<file path="config.mk">
export PLATFORM = sky130hd
export DESIGN_NAME = cam_capture
export DESIGN_NICKNAME = d
export VERILOG_FILES = /design/src/rtl/cam_pkg.sv /design/src/rtl/cam_capture.sv
export SDC_FILE = /design/constraint.sdc
export NUM_CORES = 1
export LEC_CHECK = 0
export ABC_AREA = 1
export CAP_MARGIN = 15
export CORE_MARGIN = 2
export CORE_UTILIZATION = 70
export CTS_BUF_LIST = sky130_fd_sc_hd__clkbuf_8
export DETAILED_ROUTE_END_ITERATION = 8
export DONT_BUFFER_PORTS = 1
export PLACE_DENSITY_LB_ADDON = 0.05
export SETUP_SLACK_MARGIN = 0.1
export SLEW_MARGIN = 20
export SYNTH_ARGS = -nofsm -noshare
export SYNTH_HDL_FRONTEND = slang
export SYNTH_SLANG_ARGS = --single-unit
</file>
<file path="constraint.sdc">
create_clock -name clk -period 4.3 [get_ports clk]
set_input_delay 0.43 -clock clk [delete_from_list [all_inputs] [get_ports clk]]
set_output_delay 0.43 -clock clk [all_outputs]
set_load 0.1 [all_outputs]
</file>
<file path="src/rtl/cam_pkg.sv">
// Shared definitions for the camera capture block: FSM state encoding,
// default frame geometry and the frame-buffer address width.
// Latency: n/a (package). Backpressure: n/a.
package cam_pkg;

   // Capture FSM states
   typedef enum logic [1:0] {
      S_IDLE   = 2'd0,   // waiting for the first frame boundary after reset
      S_BLANK  = 2'd1,   // inside vertical blanking, armed for the next frame
      S_ACTIVE = 2'd2    // capturing pixels of the current frame
   } cam_state_t;

   // Default active geometry (QVGA)
   localparam int H_PIX_DEF   = 320;
   localparam int V_LINES_DEF = 240;

   // Frame-buffer address width: 320*240 = 76800 locations
   localparam int ADDR_W = 17;

   // Width of the x/y position counters; must hold H_PIX+1 and V_LINES
   localparam int CNT_W = 11;

endpackage

</file>
<file path="src/rtl/cam_capture.sv">
// Captures an RGB565 camera byte stream into frame-buffer write strobes.
// Latency: one cycle from the low (second) byte of a pixel to its write.
// Backpressure: none; the camera cannot be stalled, the buffer must accept every write.
//
// Ports:
//   clk        camera pixel clock, all logic on the rising edge
//   reset      synchronous active-high reset
//   cap_en     permits capture to begin at the next vsync falling edge
//   vsync      frame sync, high during vertical blanking
//   href       line valid, high while active bytes are on data
//   data       camera byte stream, high byte of each pixel first
//   we         frame-buffer write strobe, one cycle per pixel
//   wAddr      frame-buffer write address, y*H_PIX + x
//   wData      RGB565 pixel
//   frame_done one-cycle pulse at the end of each captured frame
//   frame_err  last captured frame was not exactly H_PIX x V_LINES pixels
//   frame_cnt  count of completed frames, wrapping
module cam_capture
   import cam_pkg::*;
#(
   parameter int H_PIX   = H_PIX_DEF,
   parameter int V_LINES = V_LINES_DEF
) (
   input  logic              clk,
   input  logic              reset,
   input  logic              cap_en,
   input  logic              vsync,
   input  logic              href,
   input  logic [7:0]        data,
   output logic              we,
   output logic [ADDR_W-1:0] wAddr,
   output logic [15:0]       wData,
   output logic              frame_done,
   output logic              frame_err,
   output logic [7:0]        frame_cnt
);

   // Geometry constants sized to the counters they are compared against
   localparam logic [CNT_W-1:0]  X_END     = CNT_W'(H_PIX);
   localparam logic [CNT_W-1:0]  X_OVF     = CNT_W'(H_PIX + 1);
   localparam logic [CNT_W-1:0]  Y_END     = CNT_W'(V_LINES);
   localparam logic [ADDR_W-1:0] LINE_STEP = ADDR_W'(H_PIX);

   cam_state_t        state;
   logic              vsync_d;     // previous vsync, for edge detection
   logic              href_d;      // previous href, for end-of-line detection
   logic              phase;       // 0: expecting high byte, 1: expecting low byte
   logic [7:0]        hi_byte;     // high byte of the pixel being assembled
   logic [CNT_W-1:0]  x;           // completed pixels on this line, saturates at H_PIX+1
   logic [CNT_W-1:0]  y;           // completed lines, saturates at V_LINES
   logic [ADDR_W-1:0] line_base;   // y*H_PIX, kept by repeated addition
   logic              line_err;    // some line so far was malformed

   logic              vs_rise;
   logic              vs_fall;
   logic              active;
   logic              pix_done;
   logic              pix_ok;
   logic              line_end;
   logic              line_bad;
   logic [CNT_W-1:0]  y_next;
   logic              err_now;

   assign vs_rise  = vsync & ~vsync_d;
   assign vs_fall  = ~vsync & vsync_d;
   assign active   = (state == S_ACTIVE);

   // A pixel completes on every low byte; it is only written while inside the frame
   assign pix_done = active & href & phase;
   assign pix_ok   = pix_done & (x < X_END) & (y < Y_END);

   // A line is malformed if its pixel count is wrong, or if it arrives after
   // the frame already holds V_LINES lines (y has saturated)
   assign line_end = active & href_d & ~href;
   assign line_bad = line_end & ((x != X_END) | (y == Y_END));
   assign y_next   = (line_end && (y != Y_END)) ? y + 1'b1 : y;

   // Frame verdict, folding in a line that ends in the same cycle as vsync rises
   assign err_now  = line_err | line_bad | (y_next != Y_END);

   always_ff @(posedge clk) begin
      // Edge-detect history is free-running so edges are judged correctly right after reset
      vsync_d <= vsync;
      href_d  <= href;

      if (reset) begin
         state      <= S_IDLE;
         phase      <= 1'b0;
         hi_byte    <= 8'd0;
         x          <= '0;
         y          <= '0;
         line_base  <= '0;
         line_err   <= 1'b0;
         we         <= 1'b0;
         wAddr      <= '0;
         wData      <= 16'd0;
         frame_done <= 1'b0;
         frame_err  <= 1'b0;
         frame_cnt  <= 8'd0;
      end else begin
         we         <= 1'b0;
         frame_done <= 1'b0;

         case (state)
            // The frame in progress at reset is discarded: wait for blanking to start
            S_IDLE: begin
               if (vs_rise) begin
                  state <= S_BLANK;
               end
            end

            S_BLANK: begin
               if (vs_fall && cap_en) begin
                  state     <= S_ACTIVE;
                  phase     <= 1'b0;
                  x         <= '0;
                  y         <= '0;
                  line_base <= '0;
                  line_err  <= 1'b0;
               end
            end

            S_ACTIVE: begin
               // Byte phase restarts on every line, so an odd trailing byte is dropped
               if (!href) begin
                  phase <= 1'b0;
               end else begin
                  phase <= ~phase;
               end

               if (href && !phase) begin
                  hi_byte <= data;
               end

               if (pix_done) begin
                  // Keep counting past the line end only far enough to flag it
                  if (x != X_OVF) begin
                     x <= x + 1'b1;
                  end
                  if (pix_ok) begin
                     we    <= 1'b1;
                     wAddr <= line_base + ADDR_W'(x);
                     wData <= {hi_byte, data};
                  end
               end

               if (line_end) begin
                  x <= '0;
                  y <= y_next;
                  if (y != Y_END) begin
                     line_base <= line_base + LINE_STEP;
                  end
                  if (line_bad) begin
                     line_err <= 1'b1;
                  end
               end

               // Frame end; a pixel completing in this same cycle is still written above
               if (vs_rise) begin
                  state      <= S_BLANK;
                  frame_done <= 1'b1;
                  frame_cnt  <= frame_cnt + 8'd1;
                  frame_err  <= err_now;
               end
            end

            default: begin
               state <= S_IDLE;
            end
         endcase
      end
   end

endmodule

</file>
==> results.yml <==
global_route:
  grt_max_degree: 47
  top_usage_layer: "met2"
  grt_util_met2_pct: 45.93
  grtUsageTotal_pct: 27.71
  antenna_found_initial: 0
  grt_pass1_wl_um: 14510
  use_met1_pct: 37.07
  grt_pass1_vias: 3253
  use_met3_pct: 4.835
  grt_overflow: 0
sta:
  max_freq_mhz: 418.9
  hold_violations: 0
  clock-skew-final_ns: 0.01221
  setup_viol: 0
  fin_setup_tns_ns: 0
  rsz0062_at_grt: "no"
  slew_viol_final: 0
  final.min_clock_period_ns: 2.387
  relSlewSlack_pct: 29.60
  tightest_slew_ns: 1.055
  fin_crit_sh_pct: 55.52
floorplanning:
  die_area_um2: 6735
  rows: 28
  initial_core_util_pct: 72.06
  fp.dieW_um: 82.07
  core_area_um2: 5921
  fp.dieH_um: 82.07
  pin_count: 57
status:
  status: "complete, no violations"
synth:
  ys_seq_area_share_pct: 42.70
  yosysUniqueCellTypes: 39
  synth.net_count: 607
  ys_warn_count: 0
  yosys.area.top_type: "dfxtp_1"
  synth_top_cell_area_share_pct: 42.70
  syn_inst: 582
  synth_top_flop_cell: "dfxtp_1"
  synthesis.area_um2: 4267
  ys_top_cells_by_area: "dfxtp_1, nand2_1, a21oi_1"
  synthArstFlopShare_pct: 0
  ys_seq_elements: 91
  synth.avg_cell_area_um2: 7.331
  synth-edff-count: 0
clocking:
  clk_latency_ns: 0.36
  cts_root_buffer: "clkbuf_8"
  post_cts_resized: 0
  post_cts_buffers: 0
  clockBufferDepth: 2
  cts_buffers: 9
  cts-hold-fix-buffers: 0
  numClockSinks: 91
  cts_tree: "done"
  htreeDepth: 3
  clkTransAtPathRegs_ns: 0.10
pwr:
  leakage_nw: 1.821
  vdd_drop_max_v: 0.0002508
  p_per_area_nw_per_um2: 336.9
  fin_total_pwr_mw: 1.509
layout:
  mostFrequentLayoutCell: "nand2_1"
  synthToLayoutAreaGrowth_pct: 5.015
  drive_above_1_share_pct: 7.745
  final_nets: 601
  layout_common_cells: "nand2_1, dfxtp_1, a21oi_1, nor2_1, inv_1"
  num_antenna_cells: 0
routing:
  vias: 3703
  first_pass_iters: 7
  ant_nets: 0
  drt_iter0_drc: 264
  post_drt_wl_per_cell_um: 14.09
  drc: 0
  avgViaCountPerCell: 5.645
  wl_um: 9242
critical_path:
  required_ns: 4.57
  start_kind: "register"
  crit_fanout: 18
  worstSetupPathType: "register to register"
  cp_data_arrival_time_ns: 2.66
  critPathCaptureType: "register"
placement:
  dpl.hpwl_um: 6529
  gp_congestion: 0.9036
  placement.io_buffers: 0
min_path:
  min_path_type: "input pin to register"
job:
  drv_cap: 0
-- final timing paths --
path | start | end | slack (ns) | cells after the start
min | href | href_d | 0.1 | 0
min reg2reg | hi_byte[0] | hi_byte[0] | 0.46 | 2
max | state[0] | x[6] | 1.91 | 8
max reg2reg | state[0] | x[6] | 1.91 | 8
-- area by class of cell --
type                       instances  area, um^2
clock inverter                     7       96.34
multi-input combinational        405        2085
fill                             460        1440
tap                               75       93.84
sequential                        91        1822
clock buffer                       9       123.9
inverter                          69       260.3
-- registers in the layout (all words and copies together), names as in the netlist, 2 cells and up --
name	count
x	11
wAddr	17
line_base	11
y	11
wData	16
state	2
frame_cnt	8
hi_byte	8
-- cell usage after synthesis (3+ instances only) --
cell / instances
nand4_1: 4
inv_1: 63
dfxtp_1: 91
a21oi_1: 70
nand3_1: 27
buf_6: 3
xnor2_1: 4
xor2_1: 7
ha_1: 12
buf_4: 4
o21ai_0: 59
nand3_2: 3
nor2_2: 3
nor3_1: 16
nand2_1: 108
nand2_4: 3
buf_2: 3
nor2_1: 64
inv_2: 5
clkbuf_1: 6
-- stage by stage --
step	hold WS (ns)	setup slack [ns]	util [%]	cell area (um^2)	instances
final	0.09599	1.913	75.68	4481	656
after global routing	0.07805	1.670	75.68	4481	656
after CTS	0.09038	1.934	75.68	4481	656
after detailed placement	0.4462	1.866	71.96	4260	640
after global placement	0.4478	1.974	71.87	4255	640
after floorplan	0.4297	2.298	-	4267	582
-- critical path, cell delays in order (launching register included) --
cell and delay [ns]:
dfxtp_1 0.34, inv_1 0.08, nand2_4 0.14, nor2_8 0.09, nor2_1 0.73, nand2_1 0.47
inv_2 0.24, nor2_1 0.06, nor3_1 0.16
-- layer usage --
layer / up-vias / share of wire (%) / routed length, um
met5: - / 0 / 0
met2: 108 / 47 / 4352
li1: 1894 / - / -
met4: 0 / 1.5 / 140
met1: 1686 / 46 / 4261
met3: 15 / 5.3 / 489
-- cell families (layout without fill, tap and decap cells) --
| group | count (synthesis) | in the layout | share of synthesized area, % |
|---|---|---|---|
| and+or+nand+nor | 244 | 244 | 26.25 |
| AOI/OAI and AO/OA | 138 | 138 | 16.72 |
| DFF | 91 | 91 | 42.70 |
| buffers and inverters | 86 | 85 | 8.563 |
| adders and majority gates | 12 | 12 | 3.519 |
| xor gates and xnor gates | 11 | 11 | 2.258 |
-- report_power, final --
group / leakage, nW / internal [mW] / switching, mW
sequential: 0.734 / 0.845 / 0.00301
clock: 0.108 / 0.287 / 0.344
combinational: 0.980 / 0.00758 / 0.0224
Note: power is estimated with default switching activity, not from simulation.
